[src/rtl/launch_control.sv]
// Launch controller: debounced aim buttons, power/angle setting with Q8 trig
// velocity lookup, and the AIM/FLIGHT/LANDED/REARM sequencing toward the ball stage.

module lc_debounce #(
  parameter int CYCLES = 4
) (
  input  logic clk,
  input  logic rst,
  input  logic raw,
  output logic pulse
);
  localparam int CW = $clog2(CYCLES + 1);

  logic [1:0]    sync_q, sync_d;
  logic [CW-1:0] cnt_q, cnt_d;

  // Counter parks at CYCLES while held, so a long press fires exactly once.
  always_comb begin
    sync_d = {sync_q[0], raw};
    cnt_d  = cnt_q;
    pulse  = 1'b0;
    if (!sync_q[1]) begin
      cnt_d = '0;
    end else if (cnt_q != CW'(CYCLES)) begin
      cnt_d = cnt_q + 1'b1;
      pulse = (cnt_q == CW'(CYCLES - 1));
    end
  end

  always_ff @(posedge clk) begin
    if (rst) begin
      sync_q <= '0;
      cnt_q  <= '0;
    end else begin
      sync_q <= sync_d;
      cnt_q  <= cnt_d;
    end
  end
endmodule

module launch_control #(
  parameter int DEBOUNCE_CYCLES = 500000,
  parameter int POWER_STEP      = 25,
  parameter int POWER_MAX       = 500,
  parameter int POWER_INIT      = 250
) (
  input  logic       clk,
  input  logic       rst,
  input  logic       btn_up,
  input  logic       btn_down,
  input  logic       btn_left,
  input  logic       btn_right,
  input  logic       btn_fire,
  input  logic       update,
  input  logic       landed,
  output logic [9:0] vel_x,
  output logic [9:0] vel_y,
  output logic [9:0] power,
  output logic [3:0] angle_idx,
  output logic       go,
  output logic       ball_rst,
  output logic       busy
);
  localparam int NUM_BTN = 5;
  localparam int B_UP = 0, B_DN = 1, B_LT = 2, B_RT = 3, B_FIRE = 4;
  localparam logic [3:0] ANGLE_INIT = 4'd4;
  localparam logic [3:0] ANGLE_MAX  = 4'd8;

  typedef enum logic [1:0] {AIM, FLIGHT, LANDED, REARM} state_t;

  function automatic logic [8:0] cos_q8(input logic [3:0] i);
    case (i)
      4'd0: cos_q8 = 9'd256;  4'd1: cos_q8 = 9'd252;  4'd2: cos_q8 = 9'd241;
      4'd3: cos_q8 = 9'd222;  4'd4: cos_q8 = 9'd196;  4'd5: cos_q8 = 9'd165;
      4'd6: cos_q8 = 9'd128;  4'd7: cos_q8 = 9'd88;   4'd8: cos_q8 = 9'd44;
      default: cos_q8 = 9'd0;
    endcase
  endfunction

  function automatic logic [8:0] sin_q8(input logic [3:0] i);
    case (i)
      4'd0: sin_q8 = 9'd0;    4'd1: sin_q8 = 9'd44;   4'd2: sin_q8 = 9'd88;
      4'd3: sin_q8 = 9'd128;  4'd4: sin_q8 = 9'd165;  4'd5: sin_q8 = 9'd196;
      4'd6: sin_q8 = 9'd222;  4'd7: sin_q8 = 9'd241;  4'd8: sin_q8 = 9'd252;
      default: sin_q8 = 9'd0;
    endcase
  endfunction

  localparam logic [18:0] RST_PX = 19'(POWER_INIT) * 19'd196;
  localparam logic [18:0] RST_PY = 19'(POWER_INIT) * 19'd165;

  logic [NUM_BTN-1:0] btn_raw, press;
  assign btn_raw = {btn_fire, btn_right, btn_left, btn_down, btn_up};

  for (genvar g = 0; g < NUM_BTN; g++) begin : g_btn
    lc_debounce #(.CYCLES(DEBOUNCE_CYCLES)) u_db (
      .clk   (clk),
      .rst   (rst),
      .raw   (btn_raw[g]),
      .pulse (press[g])
    );
  end

  // update comes from another clock domain: sync, then keep one extra stage for edge detect.
  logic [2:0] upd_sync_q, upd_sync_d;
  logic       upd_rise;
  assign upd_sync_d = {upd_sync_q[1:0], update};
  assign upd_rise   = upd_sync_q[1] & ~upd_sync_q[2];

  state_t      state_q;
  logic        go_q, ball_rst_q, busy_q, upd_cnt_q;
  logic [9:0]  power_q, power_d;
  logic [3:0]  angle_q, angle_d;
  logic [9:0]  vel_x_q, vel_x_d, vel_y_q, vel_y_d;
  logic [10:0] power_up;
  logic [18:0] prod_x, prod_y;

  // A fire press in AIM wins over any adjust in the same cycle.
  always_comb begin
    power_d  = power_q;
    angle_d  = angle_q;
    power_up = {1'b0, power_q} + 11'(POWER_STEP);
    if (state_q == AIM && !press[B_FIRE]) begin
      if (press[B_UP] && !press[B_DN])
        power_d = (power_up > 11'(POWER_MAX)) ? 10'(POWER_MAX) : power_up[9:0];
      else if (press[B_DN] && !press[B_UP])
        power_d = (power_q < 10'(POWER_STEP)) ? 10'd0 : power_q - 10'(POWER_STEP);
      if (press[B_RT] && !press[B_LT])
        angle_d = (angle_q == ANGLE_MAX) ? ANGLE_MAX : angle_q + 4'd1;
      else if (press[B_LT] && !press[B_RT])
        angle_d = (angle_q == 4'd0) ? 4'd0 : angle_q - 4'd1;
    end
    prod_x  = 19'(power_q) * 19'(cos_q8(angle_q));
    prod_y  = 19'(power_q) * 19'(sin_q8(angle_q));
    vel_x_d = 10'(prod_x >> 8);
    vel_y_d = 10'(prod_y >> 8);
  end

  always_ff @(posedge clk) begin
    if (rst) begin
      upd_sync_q <= '0;
      power_q    <= 10'(POWER_INIT);
      angle_q    <= ANGLE_INIT;
      vel_x_q    <= 10'(RST_PX >> 8);
      vel_y_q    <= 10'(RST_PY >> 8);
    end else begin
      upd_sync_q <= upd_sync_d;
      power_q    <= power_d;
      angle_q    <= angle_d;
      vel_x_q    <= vel_x_d;
      vel_y_q    <= vel_y_d;
    end
  end

  always_ff @(posedge clk) begin
    if (rst) begin
      state_q    <= AIM;
      go_q       <= 1'b0;
      ball_rst_q <= 1'b0;
      busy_q     <= 1'b0;
      upd_cnt_q  <= 1'b0;
    end else begin
      case (state_q)
        AIM: if (press[B_FIRE]) begin
          state_q <= FLIGHT;
          go_q    <= 1'b1;
          busy_q  <= 1'b1;
        end
        FLIGHT: if (landed) begin
          state_q <= LANDED;
          go_q    <= 1'b0;
        end
        LANDED: if (press[B_FIRE]) begin
          state_q    <= REARM;
          ball_rst_q <= 1'b1;
          upd_cnt_q  <= 1'b0;
        end
        REARM: if (upd_rise) begin
          if (upd_cnt_q) begin
            state_q    <= AIM;
            ball_rst_q <= 1'b0;
            busy_q     <= 1'b0;
            upd_cnt_q  <= 1'b0;
          end else begin
            upd_cnt_q <= 1'b1;
          end
        end
        default: state_q <= AIM;
      endcase
    end
  end

  assign vel_x     = vel_x_q;
  assign vel_y     = vel_y_q;
  assign power     = power_q;
  assign angle_idx = angle_q;
  assign go        = go_q;
  assign ball_rst  = ball_rst_q;
  assign busy      = busy_q;
endmodule

[config.mk]
export PLATFORM = sky130hd
export DESIGN_NAME = launch_control
export DESIGN_NICKNAME = d
export VERILOG_FILES = /design/src/rtl/launch_control.sv
export SDC_FILE = /design/constraint.sdc
export NUM_CORES = 1
export LEC_CHECK = 0
export ABC_AREA = 1
export BUFFER_PORTS_ARGS = -buffer_cell sky130_fd_sc_hd__buf_2
export CORE_MARGIN = 4
export CORE_UTILIZATION = 40
export DETAILED_ROUTE_END_ITERATION = 10
export PLACE_DENSITY = 0.52
export RECOVER_POWER = 25
export REMOVE_ABC_BUFFERS = 1
export SLEW_MARGIN = 15
export SYNTH_ARGS = -nofsm -noshare
export SYNTH_HDL_FRONTEND = slang
export SYNTH_SLANG_ARGS = --single-unit
[constraint.sdc]
create_clock -name clk -period 6.3 [get_ports clk]
set_clock_uncertainty 0.2 [all_clocks]
set_input_delay 1.26 -clock clk [delete_from_list [all_inputs] [get_ports clk]]
set_output_delay 1.26 -clock clk [all_outputs]
set_load 0.02 [all_outputs]
==> results of run 1 <==
-- where the power goes --
| group | total, mW | leakage [nW] | switching, mW | internal [mW] |
|---|---|---|---|---|
| logic | 0.173 | 5.85 | 0.119 | 0.0548 |
| registers | 1.08 | 1.33 | 0.0146 | 1.06 |
| clock network | 1.17 | 0.320 | 0.449 | 0.726 |
-- cells in the final DEF, fill, tap and decap left out, types with 17 or more instances in the layout --
cell type	n
nand2_1	439
inv_1	436
dfxtp_1	165
a21oi_1	129
nor2_1	122
nand3_1	105
fa_1	103
ha_1	97
o21ai_0	74
nor3_1	42
nand4_1	34
buf_2	34
clkbuf_16	17
-- stage by stage --
step / setup slack (ns) / total power [mW]
5_1_grt: 0.9116 / 2.532
6_report: 1.346 / 2.427
3_5_place_dp: 1.390 / 1.280
3_3_place_gp: 1.548 / 1.277
4_1_cts: 1.378 / 2.476
2_1_floorplan: 1.792 / 1.227
-- cell families after synthesis --
| kind of cell | after synthesis |
|---|---|
| AND/OR/NAND/NOR | 805 |
| adder cells (fa/ha/maj) | 200 |
| AO/OA/AOI/OAI | 246 |
| buffers and inverters | 505 |
| flip-flops | 165 |
| XOR/XNOR | 18 |
-- worst min-delay path, stage by stage, from the launching register on --
cell and delay [ns]:
dfxtp_1 0.29, inv_1 0.04, nor2_1 0.03
-- final timing paths --
check / startpoint / end / slack, ns / cells past startpoint
worst min-delay path: g_btn[1].u_db.sync_q[0] / g_btn[1].u_db.sync_q[1] / 0.20 / 2
worst max register to register: power[2] / vel_x[3] / 1.35 / 17
worst max-delay path: power[2] / vel_x[3] / 1.35 / 17
worst min register to register: g_btn[1].u_db.sync_q[0] / g_btn[1].u_db.sync_q[1] / 0.20 / 2
-- routing by layer --
layer,vias to the layer above,track usage
li1,6023,-
met1,5427,0.2439
met2,205,0.2922
met3,21,0.02981
met4,0,0.04004
met5,-,0
-- cell type report --
class | instances | share of cell area
Clock buffer | 20 | 0.03084
Sequential cell | 165 | 0.2230
Multi-Input combinational cell | 1269 | 0.5619
Timing Repair Buffer | 55 | 0.01884
Inverter | 450 | 0.1141
Tap cell | 448 | 0.03785
Clock inverter | 12 | 0.01343
==> qor.yml, run 1 <==
flow_run:
  cap_viol_max_count: 2
setup_path:
  critical_path_required_ns: 6.46
  endpoint_kind: "register"
  criticalPathCategory: "reg2reg"
  cpMaxStageDelayCell: "dfxtp_1"
  worstPathCellList: "nand2_1, fa_1, fa_1, inv_1, fa_1, inv_1, fa_1, inv_1, ha_1, nand2_1, nor2_1, inv_1, o21ai_1, inv_1, o21ai_1, a21oi_1, o21ai_0"
  max_stage_delay_ns: 0.96
  cp.arrival_ns: 5.11
  start_kind: "register"
  path_delay_family: "adder cells"
  worst-path-buf-inv: 5
  cpMostUsedCell: "inv_1"
  path_max_fanout: 26
synth:
  ys_types: 49
  synth_top_family_by_area: "simple AND/OR/NAND/NOR gates"
  synth_edf_count: 0
  synth_cells: 1939
  ys_seq_area_frac: 0.2436
  async_reset_ff_frac: 0
  synth_xor_xnor_area_share: 0.01162
  synthTopCellsByArea: "dfxtp_1 24%, fa_1 15%, nand2_1 12%"
  yosys.area_share.simple: 0.2651
  synth.avg_cell_area_um2: 6.994
  synthMuxAreaShare: 0
  synth_compound_area_frac: 0.09687
  synthFlopType: "dfxtp_1"
  synth_common_cells: "438 x nand2_1, 436 x inv_1, 165 x dfxtp_1, 129 x a21oi_1, 121 x nor2_1"
  synth_seq_cells: 165
  yosysMostFrequentCell: "nand2_1"
  syn_area_um2: 13560
  synth_top_area_cell: "dfxtp_1"
  netlist.area_leader.share: 0.2436
  synthAdderAreaFrac: 0.2415
  synth_warnings: 0
hold_path:
  hold_path_class: "reg2reg"
timing:
  holdWs_ns: 0.1998
  report.final.hold_viol_count: 0
  tns_ns: 0
  relSlewSlack: -0.3770
  finalCritPeriodShare: 0.7863
  drv_slew: 62
  setup_viol: 0
  max_freq_mhz: 201.9
  fin_crit_ns: 4.954
  rsz0062_at_grt: "false"
  worst_slew_pin_slew_ns: 2.065
clock_tree:
  cts-root-buf: "clkbuf_16"
  clock-sinks: 165
  clockBufferDepth: 2
  holdBufCountCts: 0
  cts-resized-gates: 0
  numCtsBuffers: 17
  clkLatencyLatePin_ns: 0.43
  cts_tree: "yes"
  path_clk_slew_ns: 0.07
  cts_setup_buffers: 0
  h-tree-depth: 4
cells_and_area:
  antenna_cells: 0
  fin_util: 0.4427
  register_area_um2: 3303
  fin_nets: 2167
  finalNonFillerCells: 2419
  fillers: 3492
  area_delta_synth_final_pct: 9.198
  fin_area_um2: 14810
  multi_input_area_um2: 8322
  layout-drive-gt1-share: 0.06342
routing:
  vias_per_cell: 4.827
  drt_iter0_drc: 676
  route.layer.met1.wl_mm: 15.54
  routedWlPerCell_um: 13.13
  drt_wl_total_mm: 31.76
  routed-wl-met2_mm: 14.56
  top_layer: "met4"
  antenna_left: 0
  drc_errors: 0
  vias: 11676
  wl_met3_mm: 1.297
  drtPass1Iterations: 5
place:
  dp_cells: 2387
  place_area_um2: 14190
  port_buffers: 45
  dp_hpwl_mm: 24.56
  globalplace.congestion: 0.8922
power_and_ir_drop:
  power.density_nw_per_um2: 163.9
  p_leak_nw: 7.504
  vdd_drop_max_mv: 0.1785
outcome:
  violations: "max-capacitance violations, max-slew violations"
  outcome: "finished, violations left"
global_route:
  grt-ovfl-total: 0
  antenna_found_initial: 0
  grt_first_pass_wirelength_mm: 53.90
  grt_start_max_net_pins: 31
  grt.total_usage: 0.1770
  grt_pass1_vias: 11315
floorplan:
  rows: 67
  die_w_um: 192.1
  die_h_um: 192.1
  dieArea_um2: 36910
  fp.coreArea_um2: 33450
  io_pins: 46
  start_util: 0.4055
Power figures use the tool's default switching activity.
==> run 2, diff against run 1 <==
==> constraint.sdc (replaced) <==
create_clock -name clk -period 4.75 [get_ports clk]
set_clock_uncertainty 0.2 [all_clocks]
set_input_delay 0.95 -clock clk [delete_from_list [all_inputs] [get_ports clk]]
set_output_delay 0.95 -clock clk [all_outputs]
set_load 0.02 [all_outputs]
==> qor.yml, run 2 (synthesized netlist as in run 1, its figures left out) <==
outcome:
  outcome: "finished, final reports clean"
routing:
  drc_errors: 0  # unchanged
  drtPass1Iterations: 5  # unchanged
  vias: 11715  # +0.33%
  vias_per_cell: 4.799  # -0.57%
  drt_wl_total_mm: 31.64  # -0.37%
  routedWlPerCell_um: 12.96  # -1.3%
  drt_iter0_drc: 555  # -18%
  antenna_left: 0  # unchanged
place:
  port_buffers: 45  # unchanged
  place_area_um2: 14370  # +1.3%
  globalplace.congestion: 0.8907  # -0.17%
  dp_hpwl_mm: 24.90  # +1.4%
setup_path:
  endpoint_kind: "register"
  start_kind: "register"
  path_max_fanout: 6  # -77%
  critical_path_required_ns: 4.88  # -1.58 ns
  cp.arrival_ns: 4.62  # -0.49 ns
  criticalPathCategory: "reg2reg"
timing:
  fin_crit_ns: 4.491  # -0.4634 ns
  max_freq_mhz: 222.7  # +10%
  finalCritPeriodShare: 0.9454  # +0.1590
  tns_ns: 0  # unchanged
  worst_slew_pin_slew_ns: 0.8605  # -1.205 ns
  holdWs_ns: 0.2030  # +0.003219 ns
  setup_viol: 0  # unchanged
  drv_slew: 0  # -100%
  report.final.hold_viol_count: 0  # unchanged
  relSlewSlack: 0.4263  # +0.8033
power_and_ir_drop:
  sw_frac_of_total: 0.2412  # +0.001280
  p_switching_mw: 0.7623  # +31%
  p_clk_frac: 0.474  # -0.010
  power_mw: 3.160  # +30%
  power.density_nw_per_um2: 210.5  # +28%
  comb_power_share: 0.073  # +0.002
  pwr-share-seq: 0.453  # +0.008
  intPower_mw: 2.398  # +30%
  p_leak_nw: 7.620  # +1.5%
  vdd_drop_max_mv: 0.2247  # +26%
clock_tree:
  holdBufCountCts: 0  # unchanged
  cts-resized-gates: 0  # unchanged
  clockBufferDepth: 2  # unchanged
  numCtsBuffers: 17  # unchanged
  clkLatencyLatePin_ns: 0.43  # about the same
  cts-root-buf: "clkbuf_16"
  clock-sinks: 165  # unchanged
  path_clk_slew_ns: 0.07  # about the same
  cts_tree: "yes"
  cts_setup_buffers: 0  # unchanged
  h-tree-depth: 4  # unchanged
cells_and_area:
  fin_nets: 2189  # +1.0%
  area_delta_synth_final_pct: 10.68
  layout-drive-gt1-share: 0.08128  # +0.01786
  final_common_cell: "nand2_1"
  fin_util: 0.4488  # +0.006022
  antenna_cells: 0  # unchanged
  fin_area_um2: 15010  # +1.4%
  layout_common_cells: "438 x nand2_1, 436 x inv_1, 155 x dfxtp_1"
floorplan:
  die_h_um: 192.1  # unchanged
  dieArea_um2: 36910  # unchanged
  start_util: 0.4055  # unchanged
  die_w_um: 192.1  # unchanged
  fp.coreArea_um2: 33450  # unchanged
  rows: 67  # unchanged
  io_pins: 46  # unchanged
hold_path:
  hold_path_class: "reg2reg"
flow_run:
  cap_viol_max_count: 0  # -2
global_route:
  grt_first_pass_wirelength_mm: 55.22  # +2.4%
  grt_pass1_vias: 11576  # +2.3%
  antenna_found_initial: 0  # unchanged
  grt_start_max_net_pins: 19  # -39%
  grt.total_usage: 0.1810  # +0.003956
  grt-ovfl-total: 0  # unchanged
==> run 2: power groups by stage <==
stage / Clock, mW / Combinational (mW) / Sequential (mW)
2_1_floorplan: 0 / 0.157 / 1.47
3_3_place_gp: 0 / 0.231 / 1.46
3_5_place_dp: 0 / 0.233 / 1.46
4_1_cts: 1.55 / 0.235 / 1.43
5_1_grt: 1.61 / 0.268 / 1.44
6_report: 1.50 / 0.230 / 1.43
==> run 2: final timing paths <==
path | endpoint | slack, ns | cells past startpoint | startpoint
max | vel_y[8] | 0.26 | 16 | register
min | g_btn[4].u_db.sync_q[1] | 0.20 | 2 | g_btn[4].u_db.sync_q[0]
min reg2reg | g_btn[4].u_db.sync_q[1] | 0.20 | 2 | g_btn[4].u_db.sync_q[0]
max reg2reg | vel_y[8] | 0.26 | 16 | register
==> run 2: worst max-delay path, cell delays in order (launching register included) <==
cell      delay (ns)
dfxtp_1         0.52
buf_4           0.21
nand2_1         0.05
inv_1           0.07
fa_1            0.44
fa_1            0.48
fa_1            0.54
inv_1           0.06
fa_1            0.53
inv_1           0.04
ha_1            0.34
a21oi_1         0.22
o21ai_0         0.17
a211oi_1        0.29
nand3_1         0.11
nand2_1         0.06
nor2_1          0.04
==> run 2: through the flow <==
step	worst slack [ns]	cells
after floorplan	0.2416	1884
after global placement	0.1289	2409
after detailed placement	0.1501	2409
after CTS	0.1234	2441
after global routing	-0.004268	2441
final	0.2595	2441
==> run 2: final cells by class <==
| type | count | area [um^2] |
|---|---|---|
| sequential | 165 | 3316 |
| timing repair buffer | 77 | 459.2 |
| fill | 3503 | 18440 |
| clock inverter | 11 | 172.7 |
| multi-input combinational | 1269 | 8353 |
| clock buffer | 21 | 460.4 |
| tap | 448 | 560.5 |
| inverter | 450 | 1689 |
==> run 2: layer usage <==
metal / track usage / wire length, um / vias up
li1: - / - / 6082
met1: 0.2436 / 15180 / 5423
met2: 0.3011 / 14710 / 180
met3: 0.02672 / 1172 / 30
met4: 0.05595 / 586 / 0
met5: 0 / 0 / -
==> run 3, diff against run 2 <==
==> constraint.sdc (replaced) <==
create_clock -name clk -period 5.65 [get_ports clk]
set_clock_uncertainty 0.2 [all_clocks]
set_input_delay 1.13 -clock clk [delete_from_list [all_inputs] [get_ports clk]]
set_output_delay 1.13 -clock clk [all_outputs]
set_load 0.02 [all_outputs]
==> qor.yml, run 3 (synthesized netlist as in run 1, its figures left out) <==
clock_tree:
  clock-sinks: 165  # unchanged
  cts_tree: "yes"
  clockBufferDepth: 2  # unchanged
  cts-root-buf: "clkbuf_16"
  cts_setup_buffers: 0  # unchanged
  clkLatencyLatePin_ns: 0.45  # +0.02 ns
  cts-resized-gates: 0  # unchanged
  h-tree-depth: 4  # unchanged
  path_clk_slew_ns: 0.07  # about the same
  numCtsBuffers: 17  # unchanged
  holdBufCountCts: 0  # unchanged
hold_path:
  hold_path_end: "g_btn[4].u_db.sync_q[1]"
  min_from: "g_btn[4].u_db.sync_q[0]"
  whs_path_depth: 2  # unchanged
  hold_path_class: "reg2reg"
timing:
  relSlewSlack: -0.4290  # -0.8553
  setup_viol: 0  # unchanged
  drv_slew: 31  # +31
  worst_slew_pin_slew_ns: 2.143  # +1.283 ns
  max_freq_mhz: 202.7  # -9.0%
  finalCritPeriodShare: 0.8731  # -0.07228
  setup_ws_ns: 0.7170  # +0.4576 ns
  report.final.hold_viol_count: 0  # unchanged
  fin_crit_ns: 4.933  # +0.4424 ns
  rsz0062_at_grt: "false"
  tns_ns: 0  # unchanged
outcome:
  violations: "max-capacitance violations, max-slew violations"
  outcome: "finished, violations left"
floorplan:
  start_util: 0.4055  # unchanged
  fp.coreArea_um2: 33450  # unchanged
  dieArea_um2: 36910  # unchanged
  die_w_um: 192.1  # unchanged
  die_h_um: 192.1  # unchanged
  io_pins: 46  # unchanged
  rows: 67  # unchanged
routing:
  vias: 11693  # -0.19%
  drt_wl_total_mm: 31.57  # -0.22%
  drtPass1Iterations: 5  # unchanged
  drt_iter0_drc: 648  # +17%
  drc_errors: 0  # unchanged
  routedWlPerCell_um: 13.05  # +0.68%
  vias_per_cell: 4.834  # +0.72%
  antenna_left: 0  # unchanged
power_and_ir_drop:
  power.density_nw_per_um2: 173.4  # -18%
  sw_frac_of_total: 0.2569  # +0.01566
  vdd_drop_max_mv: 0.2097  # -6.6%
  p_clk_frac: 0.454  # -0.020
  pwr-share-seq: 0.472  # +0.019
  intPower_mw: 1.894  # -21%
  p_leak_nw: 7.413  # -2.7%
  comb_power_share: 0.074  # about the same
  p_switching_mw: 0.6549  # -14%
setup_path:
  start_kind: "register"
  path_max_fanout: 22  # +16
  worstPathCellList: "nand2_1, fa_1, inv_1, fa_1, fa_1, inv_1, fa_1, inv_1, ha_1, a21oi_1, o21a_1, o21ai_1, inv_1, o21ai_1, a21oi_1, o21ai_0"
  reg2regPathDepth: 16  # unchanged
  criticalPathCategory: "reg2reg"
  cpMaxStageDelayCell: "dfxtp_1"
  cp.arrival_ns: 5.06  # +0.44 ns
  max_stage_delay_ns: 0.92  # +0.38 ns
  r2r-start: "power[6]"
  critical_path_required_ns: 5.77  # +0.89 ns
  r2r_end: "vel_x[3]"
  endpoint_kind: "register"
  rrSetupSlack_ns: 0.72  # +0.46 ns
cells_and_area:
  layout_common_cells: "439 x nand2_1, 436 x inv_1, 165 x dfxtp_1"
  antenna_cells: 0  # unchanged
  fin_nets: 2168  # -0.96%
  area_delta_synth_final_pct: 8.433
  layout-drive-gt1-share: 0.05530  # -0.02598
  final_common_cell: "nand2_1"
  finalNonFillerCells: 2419  # -0.90%
place:
  dp_cells: 2388  # -0.87%
  dpl_worst_slack_ns: 0.7762  # +0.6261 ns
  port_buffers: 45  # unchanged
  dp_hpwl_mm: 24.18  # -2.9%
  globalplace.congestion: 0.8743  # -1.8%
global_route:
  grt-ovfl-total: 0  # unchanged
  grt_pass1_vias: 11375  # -1.7%
  antenna_found_initial: 0  # unchanged
  grt_first_pass_wirelength_mm: 54.39  # -1.5%
  grt_start_max_net_pins: 31  # +12
  grt.total_usage: 0.1795  # -0.001508
flow_run:
  cap_viol_max_count: 1  # +1
-- run 3: layer usage --
layer / up-vias / part of all wire / track usage
met5: - / 0 / 0
met4: 0 / 0.016 / 0.05266
met3: 33 / 0.040 / 0.02908
met2: 195 / 0.46 / 0.2952
met1: 5433 / 0.49 / 0.2440
li1: 6032 / - / -
-- run 3: worst max path at each step --
stage                         from       end  slack (ns)  cells past startpoint
after detailed placement  power[6]  vel_y[9]        0.78                     16
after CTS                 power[6]  vel_y[9]        0.78                     16
after floorplan           power[3]  vel_y[3]        1.14                     16
after global routing      power[6]  vel_x[3]        0.42                     17
after global placement    power[8]  vel_x[8]        0.83                     16
final                     power[6]  vel_x[3]        0.72                     16
-- run 3: cell type report --
type                    instances  area [um^2]
clock buffers                  23        447.9
clock inverters                 8        103.9
fillers                      3489        18740
inverters                     450         1689
multi-input cells            1269         8327
flip-flops and latches        165         3303
well taps                     448        560.5
repair buffers                 56        274.0
-- run 3: stage by stage --
stage	hold slack (ns)	instance area, um^2	power, mW	utilization
5_1_grt	0.2281	14710	2.655	0.4396
6_report	0.2003	14710	2.549	0.4396
4_1_cts	0.2017	14750	2.595	0.4411
3_3_place_gp	0.1906	14200	1.423	0.4246
3_5_place_dp	0.1921	14200	1.425	0.4246
2_1_floorplan	0.1883	13330	1.368	-
-- run 3: worst max-delay path: cells and delay by family (launching register included) --
| kind | cells | cell delay [ns] |
|---|---|---|
| adders and majority gates | 5 | 2.41 |
| DFF | 1 | 0.92 |
| AOI/OAI and AO/OA | 6 | 0.84 |
| buffers and inverters | 4 | 0.25 |
| and+or+nand+nor | 1 | 0.18 |
-- run 3: power by group through the flow --
stage | combinational [mW] | sequential, mW | clock (mW)
2_1_floorplan | 0.132 | 1.24 | 0
3_3_place_gp | 0.193 | 1.23 | 0
3_5_place_dp | 0.195 | 1.23 | 0
4_1_cts | 0.195 | 1.20 | 1.20
5_1_grt | 0.216 | 1.21 | 1.23
6_report | 0.187 | 1.20 | 1.16
